## src/rtl/csr_pkg.sv

```systemverilog
// csr_pkg: shared constants for the machine-mode CSR file.
//   CSR addresses, CSR funct3 encodings, mstatus bit positions and the
//   exception cause codes used by the core.
package csr_pkg;

    localparam logic [11:0] ADDR_MSTATUS   = 12'h300;
    localparam logic [11:0] ADDR_MISA      = 12'h301;
    localparam logic [11:0] ADDR_MTVEC     = 12'h305;
    localparam logic [11:0] ADDR_MSCRATCH  = 12'h340;
    localparam logic [11:0] ADDR_MEPC      = 12'h341;
    localparam logic [11:0] ADDR_MCAUSE    = 12'h342;
    localparam logic [11:0] ADDR_MTVAL     = 12'h343;
    localparam logic [11:0] ADDR_MCYCLE    = 12'hB00;
    localparam logic [11:0] ADDR_MINSTRET  = 12'hB02;
    localparam logic [11:0] ADDR_MCYCLEH   = 12'hB80;
    localparam logic [11:0] ADDR_MINSTRETH = 12'hB82;
    localparam logic [11:0] ADDR_MHARTID   = 12'hF14;

    typedef enum logic [2:0] {
        CSR_RW  = 3'b001,
        CSR_RS  = 3'b010,
        CSR_RC  = 3'b011,
        CSR_RWI = 3'b101,
        CSR_RSI = 3'b110,
        CSR_RCI = 3'b111
    } csr_op_e;

    localparam int unsigned MSTATUS_MIE    = 3;
    localparam int unsigned MSTATUS_MPIE   = 7;
    localparam int unsigned MSTATUS_MPP_LO = 11;
    localparam int unsigned MSTATUS_MPP_HI = 12;

    localparam logic [31:0] CAUSE_ILLEGAL_INSTR = 32'd2;
    localparam logic [31:0] CAUSE_BREAKPOINT    = 32'd3;
    localparam logic [31:0] CAUSE_ECALL_U       = 32'd8;
    localparam logic [31:0] CAUSE_ECALL_M       = 32'd11;

endpackage

```

## src/rtl/csr_counter64.sv

```systemverilog
// csr_counter64: wide counter with increment enable and separate lo/hi
// write ports. A write to either half suppresses the increment that cycle.
//   clk, rst      clock, synchronous active-high reset
//   inc_en        advance by one this cycle
//   lo_we, hi_we  replace the low / high half with wdata
//   wdata         write data for either half
//   count         current value
module csr_counter64 #(
    parameter int unsigned HALF_WIDTH = 32
) (
    input  logic                    clk,
    input  logic                    rst,
    input  logic                    inc_en,
    input  logic                    lo_we,
    input  logic                    hi_we,
    input  logic [HALF_WIDTH-1:0]   wdata,
    output logic [2*HALF_WIDTH-1:0] count
);

    localparam int unsigned CW = 2 * HALF_WIDTH;

    always_ff @(posedge clk) begin
        if (rst) begin
            count <= '0;
        end else if (lo_we || hi_we) begin
            if (lo_we) count[HALF_WIDTH-1:0]  <= wdata;
            if (hi_we) count[CW-1:HALF_WIDTH] <= wdata;
        end else if (inc_en) begin
            count <= count + CW'(1);
        end
    end

endmodule

```

## src/rtl/csr_file.sv

```systemverilog
// csr_file: machine-mode CSR file at the commit point. Executes CSR
// read-modify-write ops, trap entry and MRET, and keeps mcycle/minstret.
//   commit_* / is_csr / csr_* / rs1_*   committing CSR instruction
//   exception_*                         committing trap
//   is_mret                             committing MRET
//   current_privilege                   current mode (11 M, 00 U)
//   csr_rdata, illegal_csr              combinational read / access check
//   trap_redirect, redirect_pc          combinational flush and target
//   mret_out                            combinational MRET indication
//   mstatus                             current mstatus
module csr_file
    import csr_pkg::*;
#(
    parameter int unsigned          DATA_WIDTH  = 32,
    parameter logic [DATA_WIDTH-1:0] RESET_MTVEC = '0,
    parameter logic [DATA_WIDTH-1:0] MISA_VALUE  = 32'h4000_1100,
    parameter logic [DATA_WIDTH-1:0] HART_ID     = '0
) (
    input  logic                  clk,
    input  logic                  rst,
    input  logic                  commit_valid,
    input  logic                  is_csr,
    input  logic [2:0]            csr_op,
    input  logic [11:0]           csr_addr,
    input  logic [4:0]            rs1_idx,
    input  logic [DATA_WIDTH-1:0] rs1_data,
    input  logic                  exception_valid,
    input  logic [DATA_WIDTH-1:0] exception_cause,
    input  logic [DATA_WIDTH-1:0] exception_pc,
    input  logic                  is_mret,
    input  logic [1:0]            current_privilege,
    output logic [DATA_WIDTH-1:0] csr_rdata,
    output logic                  illegal_csr,
    output logic                  trap_redirect,
    output logic [DATA_WIDTH-1:0] redirect_pc,
    output logic                  mret_out,
    output logic [DATA_WIDTH-1:0] mstatus
);

    localparam int unsigned W = DATA_WIDTH;

    logic            mie, mpie;
    logic [1:0]      mpp;
    logic [W-1:0]    mtvec, mscratch, mepc, mcause, mtval;
    logic [2*W-1:0]  mcycle_q, minstret_q;

    logic [W-1:0]    old_val, src, new_val;
    logic            known, write_attempt, csr_we;

    // mstatus view: only MIE, MPIE and MPP exist
    always_comb begin
        mstatus                                = '0;
        mstatus[MSTATUS_MIE]                   = mie;
        mstatus[MSTATUS_MPIE]                  = mpie;
        mstatus[MSTATUS_MPP_HI:MSTATUS_MPP_LO] = mpp;
    end

    // Address decode and pre-write value
    always_comb begin
        old_val = '0;
        known   = 1'b1;
        case (csr_addr)
            ADDR_MSTATUS:   old_val = mstatus;
            ADDR_MISA:      old_val = MISA_VALUE;
            ADDR_MTVEC:     old_val = mtvec;
            ADDR_MSCRATCH:  old_val = mscratch;
            ADDR_MEPC:      old_val = mepc;
            ADDR_MCAUSE:    old_val = mcause;
            ADDR_MTVAL:     old_val = mtval;
            ADDR_MCYCLE:    old_val = mcycle_q[W-1:0];
            ADDR_MCYCLEH:   old_val = mcycle_q[2*W-1:W];
            ADDR_MINSTRET:  old_val = minstret_q[W-1:0];
            ADDR_MINSTRETH: old_val = minstret_q[2*W-1:W];
            ADDR_MHARTID:   old_val = HART_ID;
            default:        known   = 1'b0;
        endcase
    end

    // Read-modify-write data; set/clear ops with rs1 = x0 are pure reads
    always_comb begin
        src           = csr_op[2] ? W'(rs1_idx) : rs1_data;
        new_val       = old_val;
        write_attempt = 1'b0;
        case (csr_op_e'(csr_op))
            CSR_RW, CSR_RWI: begin
                new_val       = src;
                write_attempt = 1'b1;
            end
            CSR_RS, CSR_RSI: begin
                new_val       = old_val | src;
                write_attempt = (rs1_idx != 5'd0);
            end
            CSR_RC, CSR_RCI: begin
                new_val       = old_val & ~src;
                write_attempt = (rs1_idx != 5'd0);
            end
            default: ;
        endcase
    end

    assign illegal_csr = commit_valid && is_csr &&
                         (!known ||
                          (csr_addr[11:10] == 2'b11 && write_attempt) ||
                          (csr_addr[9:8] > current_privilege));

    // Trap and MRET both win over a CSR write in the same commit
    assign csr_we = commit_valid && is_csr && write_attempt && !illegal_csr &&
                    !exception_valid && !is_mret;

    assign csr_rdata     = (commit_valid && is_csr) ? old_val : '0;
    assign trap_redirect = commit_valid && (exception_valid || is_mret);
    assign mret_out      = commit_valid && is_mret && !exception_valid;
    assign redirect_pc   = (commit_valid && exception_valid) ? mtvec :
                           mret_out                          ? mepc  : '0;

    // Architectural state: trap > MRET > CSR write
    always_ff @(posedge clk) begin
        if (rst) begin
            mie      <= 1'b0;
            mpie     <= 1'b0;
            mpp      <= 2'b11;
            mtvec    <= RESET_MTVEC & ~W'(3);
            mscratch <= '0;
            mepc     <= '0;
            mcause   <= '0;
            mtval    <= '0;
        end else if (commit_valid && exception_valid) begin
            mepc   <= exception_pc & ~W'(3);
            mcause <= exception_cause;
            mtval  <= '0;
            mpie   <= mie;
            mie    <= 1'b0;
            mpp    <= current_privilege;
        end else if (commit_valid && is_mret) begin
            mie  <= mpie;
            mpie <= 1'b1;
            mpp  <= 2'b00;
        end else if (csr_we) begin
            case (csr_addr)
                ADDR_MSTATUS: begin
                    mie  <= new_val[MSTATUS_MIE];
                    mpie <= new_val[MSTATUS_MPIE];
                    // only M and U exist; other MPP encodings are dropped
                    if (new_val[MSTATUS_MPP_HI] == new_val[MSTATUS_MPP_LO])
                        mpp <= new_val[MSTATUS_MPP_HI:MSTATUS_MPP_LO];
                end
                ADDR_MTVEC:    mtvec    <= new_val & ~W'(3);
                ADDR_MSCRATCH: mscratch <= new_val;
                ADDR_MEPC:     mepc     <= new_val & ~W'(3);
                ADDR_MCAUSE:   mcause   <= new_val;
                ADDR_MTVAL:    mtval    <= new_val;
                default: ;
            endcase
        end
    end

    csr_counter64 #(.HALF_WIDTH(W)) u_mcycle (
        .clk    (clk),
        .rst    (rst),
        .inc_en (1'b1),
        .lo_we  (csr_we && csr_addr == ADDR_MCYCLE),
        .hi_we  (csr_we && csr_addr == ADDR_MCYCLEH),
        .wdata  (new_val),
        .count  (mcycle_q)
    );

    csr_counter64 #(.HALF_WIDTH(W)) u_minstret (
        .clk    (clk),
        .rst    (rst),
        .inc_en (commit_valid && !exception_valid),
        .lo_we  (csr_we && csr_addr == ADDR_MINSTRET),
        .hi_we  (csr_we && csr_addr == ADDR_MINSTRETH),
        .wdata  (new_val),
        .count  (minstret_q)
    );

endmodule
```

## config.mk

```make
export PLATFORM = sky130hd
export DESIGN_NAME = csr_file
export DESIGN_NICKNAME = d
export VERILOG_FILES = /design/src/rtl/csr_pkg.sv /design/src/rtl/csr_counter64.sv /design/src/rtl/csr_file.sv
export SDC_FILE = /design/constraint.sdc
export NUM_CORES = 1
export LEC_CHECK = 0
export ABC_CLOCK_PERIOD_IN_PS = 7600
export BUFFER_PORTS_ARGS = -buffer_cell sky130_fd_sc_hd__buf_2
export CORE_MARGIN = 2
export CORE_UTILIZATION = 35
export CTS_BUF_LIST = sky130_fd_sc_hd__clkbuf_4
export CTS_CLUSTER_SIZE = 10
export DETAILED_ROUTE_END_ITERATION = 12
export SLEW_MARGIN = 5
export SYNTH_ARGS = -nofsm -noshare
export SYNTH_HDL_FRONTEND = slang
export SYNTH_SLANG_ARGS = --single-unit
```

## constraint.sdc

```tcl
create_clock -name clk -period 7.6 [get_ports clk]
set_input_delay 0.76 -clock clk [delete_from_list [all_inputs] [get_ports clk]]
set_output_delay 0.76 -clock clk [all_outputs]
set_load 0.005 [all_outputs]
```

Word level (Yosys, flattened, before mapping)
Index checks and enable logic that the tools add are counted.

Muxes and demuxes: 35. Bitwise operators: 5. Add/sub/neg operators: 2. Order comparisons: 1. Equality and inequality tests: 25. Reduce and logical (&&, ||, !) cells: 51.

Operator list (number): two-way mux 32 bit (16); one-hot mux 32 bit (11 select lines) (1); two-way mux 64 bit (3); adder 64 x 1 -> 64 bit (second input constant) (2); one-hot mux 32 bit (3 select lines) (1); equality test 12 x 10 -> 1 bit (second input constant) (7); equality test 12 bit (second input constant) (5); bitwise AND 32 bit (1); NOT 32 bit (1); OR 32 bit (1); logical AND 1 bit (16); AND reduction 3 bit (4); nonzero test 2 bit (6); OR reduction 12 bit (1); two-way mux 2 bit (5); != test 2 x 1 -> 1 bit (second input constant) (5); equality test 3 bit (second input constant) (3); nonzero test 3 bit (3); two-way mux 1 bit (8); AND reduction 2 bit (4); AND reduction 4 bit (2); OR reduction 2 bit (4); equality test 3 x 2 -> 1 bit (second input constant) (2); logical OR 1 bit (5); other kinds (9) (13).

Word-level logic and storage cells: 131. Register bits: 288.

Longest topological paths before layout
Depth after elaboration: 15. Mapped depth: 12.

Cells and area by module
Synthesis repeated with hierarchy kept, for this count alone.

Cell total of the unflattened synthesis: 2445. Area total of the unflattened synthesis: 18803.0 µm².

By module, submodules not included: csr_file (area an instance 10679.0 µm², instances 1, sequential area each 3203.1 µm², cells each 1371); csr_counter64 at u_minstret (area an instance 4192.8 µm², instances 1, sequential area each 1281.2 µm², cells each 545); csr_counter64 at u_mcycle (area an instance 3931.3 µm², instances 1, sequential area each 1281.2 µm², cells each 529).

Least setup slack after synthesis
OpenSTA, ideal clock, no wires.

Kind: input port to output port. Start point: input port csr_addr[7]. End point: output port csr_rdata[16]. Stages: 6. Arrival: 2441 ps. Setup slack: 4399 ps. Path through: buf_2 > or4b_1 > nor3_1 > a222oi_1 > and3_1 > nor2_1.

Cells in the longest elaborated chain, start to end: 3.

RTL lines: start, declared (RTL line csr_file.sv:24) `input logic [11:0] csr_addr,`; equality test 12 bit or equality test 12 x 10 -> 1 bit (tied branches) (RTL line csr_file.sv:62) `case (csr_addr)`; one-hot mux 32 bit (11 select lines) * (RTL line csr_file.sv:62); two-way mux 32 bit * (RTL line csr_file.sv:110) `assign csr_rdata = (commit_valid && is_csr) ? old_val : '0;`; end, declared (RTL line csr_file.sv:32) `output logic [DATA_WIDTH-1:0] csr_rdata,`.

Mark *: on every way between the ends. The rest lies on a longest branch, timed or not.

Worst setup path in the final report
Start point: input port csr_addr[0]. End point: output port csr_rdata[20].

The elaborated chain is that of the path after synthesis.

==> summary.txt <==
Run status
  • Outcome: completed

Routing
  • Remaining antenna violation count: 0
  • Routed len/inst: 32.8 um
  • Pre-antenna DRT Iters: 7
  • # DRC: 0
  • Vias: 22,900
  • Routed vias/inst: roughly 6.8
  • DR iter-0 viols: 3,734
  • Final WL: between 100,000 and 150,000 um

STA
  • Unrepaired setup endpoints after global routing: no
  • Min Hold Slack: 0.168 ns
  • Minimum clock period: just over 5 ns
  • Final max-slew violation count: 0
  • Rel. slew slack: 0.112
  • Final setup vio count: 0
  • Fmax: a little under 200 MHz
  • Setup slack after layout: approximately 2.5 ns
  • Final Skew: 0.0438 ns
  • Fin Setup TNS: 0 ns
  • Final period utilization: 0.667
  • Worst slew pin tran: between 1 and 1.5 ns
  • Hold Vio Cnt, Final: 0

Power and ir drop
  • Reg power frac: 0.442
  • Int Power: 2.38 mW
  • Worst vdd ir: 125 uV
  • Total power: 3.50 mW
  • NetSw: 1.12 mW
  • Clock power share: 0.436
  • Combinational fraction of design power: 0.122
  • Static Leak: 7.16 nW
  • PwrDens: 164 nW/um^2
  • Switch share: 0.320

Clocking
  • CTS root buf: clkbuf_4
  • Skew-Pair Late Insertion Delay: around 0.89 ns
  • Setup repair bufs after CTS: 0
  • CTS tree: yes
  • Total CTS buffers: 86
  • Post-cts resize count: 0
  • Clk sinks: around 290
  • Worst-path clk slew: approximately 0.060 ns
  • Hold_buf cts: 0
  • H-Tree Depth: 3
  • Clock buffer depth: 3

Die
  • Initial Util: 0.353
  • Die ar.: about 56,000 um^2
  • # rows: 85
  • Die W: roughly 240 um
  • Core area: 53,700 um^2
  • Die height: 237 um
  • Top-Level Pins: 223

Worst hold path
  • Worst hold path class: in2reg
  • Hold depth: 3

Critical path
  • Reg2reg end: u_mcycle.count[54]
  • Critical path's top delay family: simple AND/OR/NAND/NOR gates
  • Crit path depth: 9
  • Most used cell, CP: buf_2
  • Worst setup path start: csr_addr[0]
  • Crit end category: output port
  • Critical path type: in2out
  • Worst Path Arrival: 4.31 ns
  • R2r worst-path depth: 7
  • CP max FO: 23
  • CP Launch Type: primary input
  • Slowest cell on the critical path: nor3_2
  • Required time of the critical path: between 6 and 7 ns
  • Worst setup path end: csr_rdata[20]
  • R2r setup slk: 3.98 ns
  • WP buf/inv: 3
  • CP max stage delay: ~1.1 ns
  • RR Startpoint: u_mcycle.count[8]
  • Worst-path cell chain: buf_2, buf_4, or4_1, nor3_2, a22oi_1, o211ai_1, a21oi_1, nor2_1, buf_2

Final layout
  • Share of cells above drive strength 1: 0.183
  • Fin area: 21,300 um^2
  • Final std cells w/o fill: about 3,400
  • Area Overhead vs Synth: 12.5%
  • Number of fill cells in the layout: 5,622
  • Multi-input logic area: between 10,000 and 15,000 um^2
  • Sequential standard cell area: around 5800 um^2
  • # nets final: 2,750
  • Core Util, Final: 0.397

Logic synthesis
  • Sequential fraction of the synthesis area: 0.304
  • Post-Synthesis Cells: roughly 2,500
  • Ys async rst share: 0
  • Post-synth EDFFs: 0
  • Post-synth top cells: 302 x nand2_1, 288 x dfxtp_1, 213 x nor2_1
  • #FFs+latches synth: 288
  • Most used DFF post-synth: dfxtp_1
  • Distinct cells, synth: roughly 110
  • Yosys top cell area share: 0.304
  • Cell taking the most area after synthesis: dfxtp_1
  • Count leader, synth: nand2_1
  • YS warnings: 0
  • Post-Syn Area: 19,000 um^2
  • Synthesized area per cell: 7.60 um^2
  • Synth top area cells: dfxtp_1 30%, nand2_1 6.0%, a21oi_1 5.0%

Placement
  • Place WS: 2.57 ns
  • Area after DPL: 20,300 um^2
  • Port bufs: 190
  • Placed Cells: 3,229
  • GPL Wtd Cong: approximately 1.1
  • Post-DP HPWL: 78,500 um

Global routing
  • Tot GR Track Use: 0.383
  • Vias in the first global route: 20,600
  • Initial antenna violation count: 8
  • First-pass GRT wire length: 155,000 um
  • Grt ovf: 0
  • Largest net degree at the start of global routing: about 110

Job
  • Max-cap violations: 0
## routing by layer
layer  wire length [um]  global-route usage  up-vias
met5                 51                   0        -
met4               8190               0.236        5
met3              13900               0.108      384
met2              45700               0.555     1794
met1              43300               0.502    11000
li1                   -                   -     9700
## power groups by stage
stage | Clock, mW | Combinational [mW] | Sequential [mW]
3_3_place_gp | 0 | 0.401 | 1.58
6_report | 1.53 | 0.426 | 1.55
5_1_grt | 1.62 | 0.431 | 1.55
4_1_cts | 1.53 | 0.406 | 1.55
3_5_place_dp | 0 | 0.405 | 1.58
2_1_floorplan | 0 | 0.227 | 1.57
## layout make-up
cell class	instances	share of cell area
Tap cell	696	0.0408
Antenna cell	7	0.000821
Clock buffer	123	0.0433
Inverter	27	0.00475
Sequential cell	288	0.270
Clock inverter	26	0.00528
Multi-Input combinational cell	1965	0.568
Timing Repair Buffer	254	0.0675
## cells by family after synthesis
| group | after synthesis | share of synthesized area |
|---|---|---|
| and+or+nand+nor | 1063 | 0.290 |
| AOI/OAI and AO/OA | 773 | 0.281 |
| muxes | 65 | 0.0390 |
| xor gates and xnor gates | 30 | 0.0139 |
| other | 1 | 0.000198 |
| DFF | 288 | 0.304 |
| buffers and inverters | 273 | 0.0692 |
| adders and majority gates | 4 | 0.00264 |
## layout by cell type, fill, tap and decap left out, drive strengths merged, types with 10 or more instances in the layout
cell      n
clkinv   22
xnor2    21
dfxtp   288
nand3    98
or4      10
nand2   304
or3      19
o221ai   11
a21oi   193
nor4     53
nand2b   23
o31a     11
nor3     80
nor2b    26
a211oi   42
mux2     21
buf     252
and2     21
o211ai   20
nand4   117
a22o     44
a221oi   11
a22oi    98
o21ai   124
o22ai    44
mux2i    39
a31oi    58
and3     41
and4     12
clkbuf  125
nor2    215
conb     30
inv      29
## worst min-delay path, delay by kind of cell
family                 cells  cell delay, ns
AO/OA/AOI/OAI              2            0.17
buffers and inverters      1            0.07
## flip-flops by register name (all words and copies together), names as in the netlist
name / flops
mtvec: 30
mepc: 30
mie: 1
mscratch: 32
mcause: 32
mtval: 32
mpie: 1
u_mcycle.count: 64
mpp: 2
u_minstret.count: 64
## how the worst min path moves through the flow
| stage | start | to | slack [ns] |
|---|---|---|---|
| finish | exception_cause[5] | mcause[5] | 0.17 |
| detailed placement | mtval[8] | mtval[8] | 0.45 |
| global placement | mscratch[8] | mscratch[8] | 0.44 |
| floorplan | mcause[24] | mcause[24] | 0.43 |
| CTS | exception_pc[12] | mepc[12] | 0.14 |
| global route | exception_pc[11] | mepc[11] | 0.17 |
(Power assumes the default switching activity.)
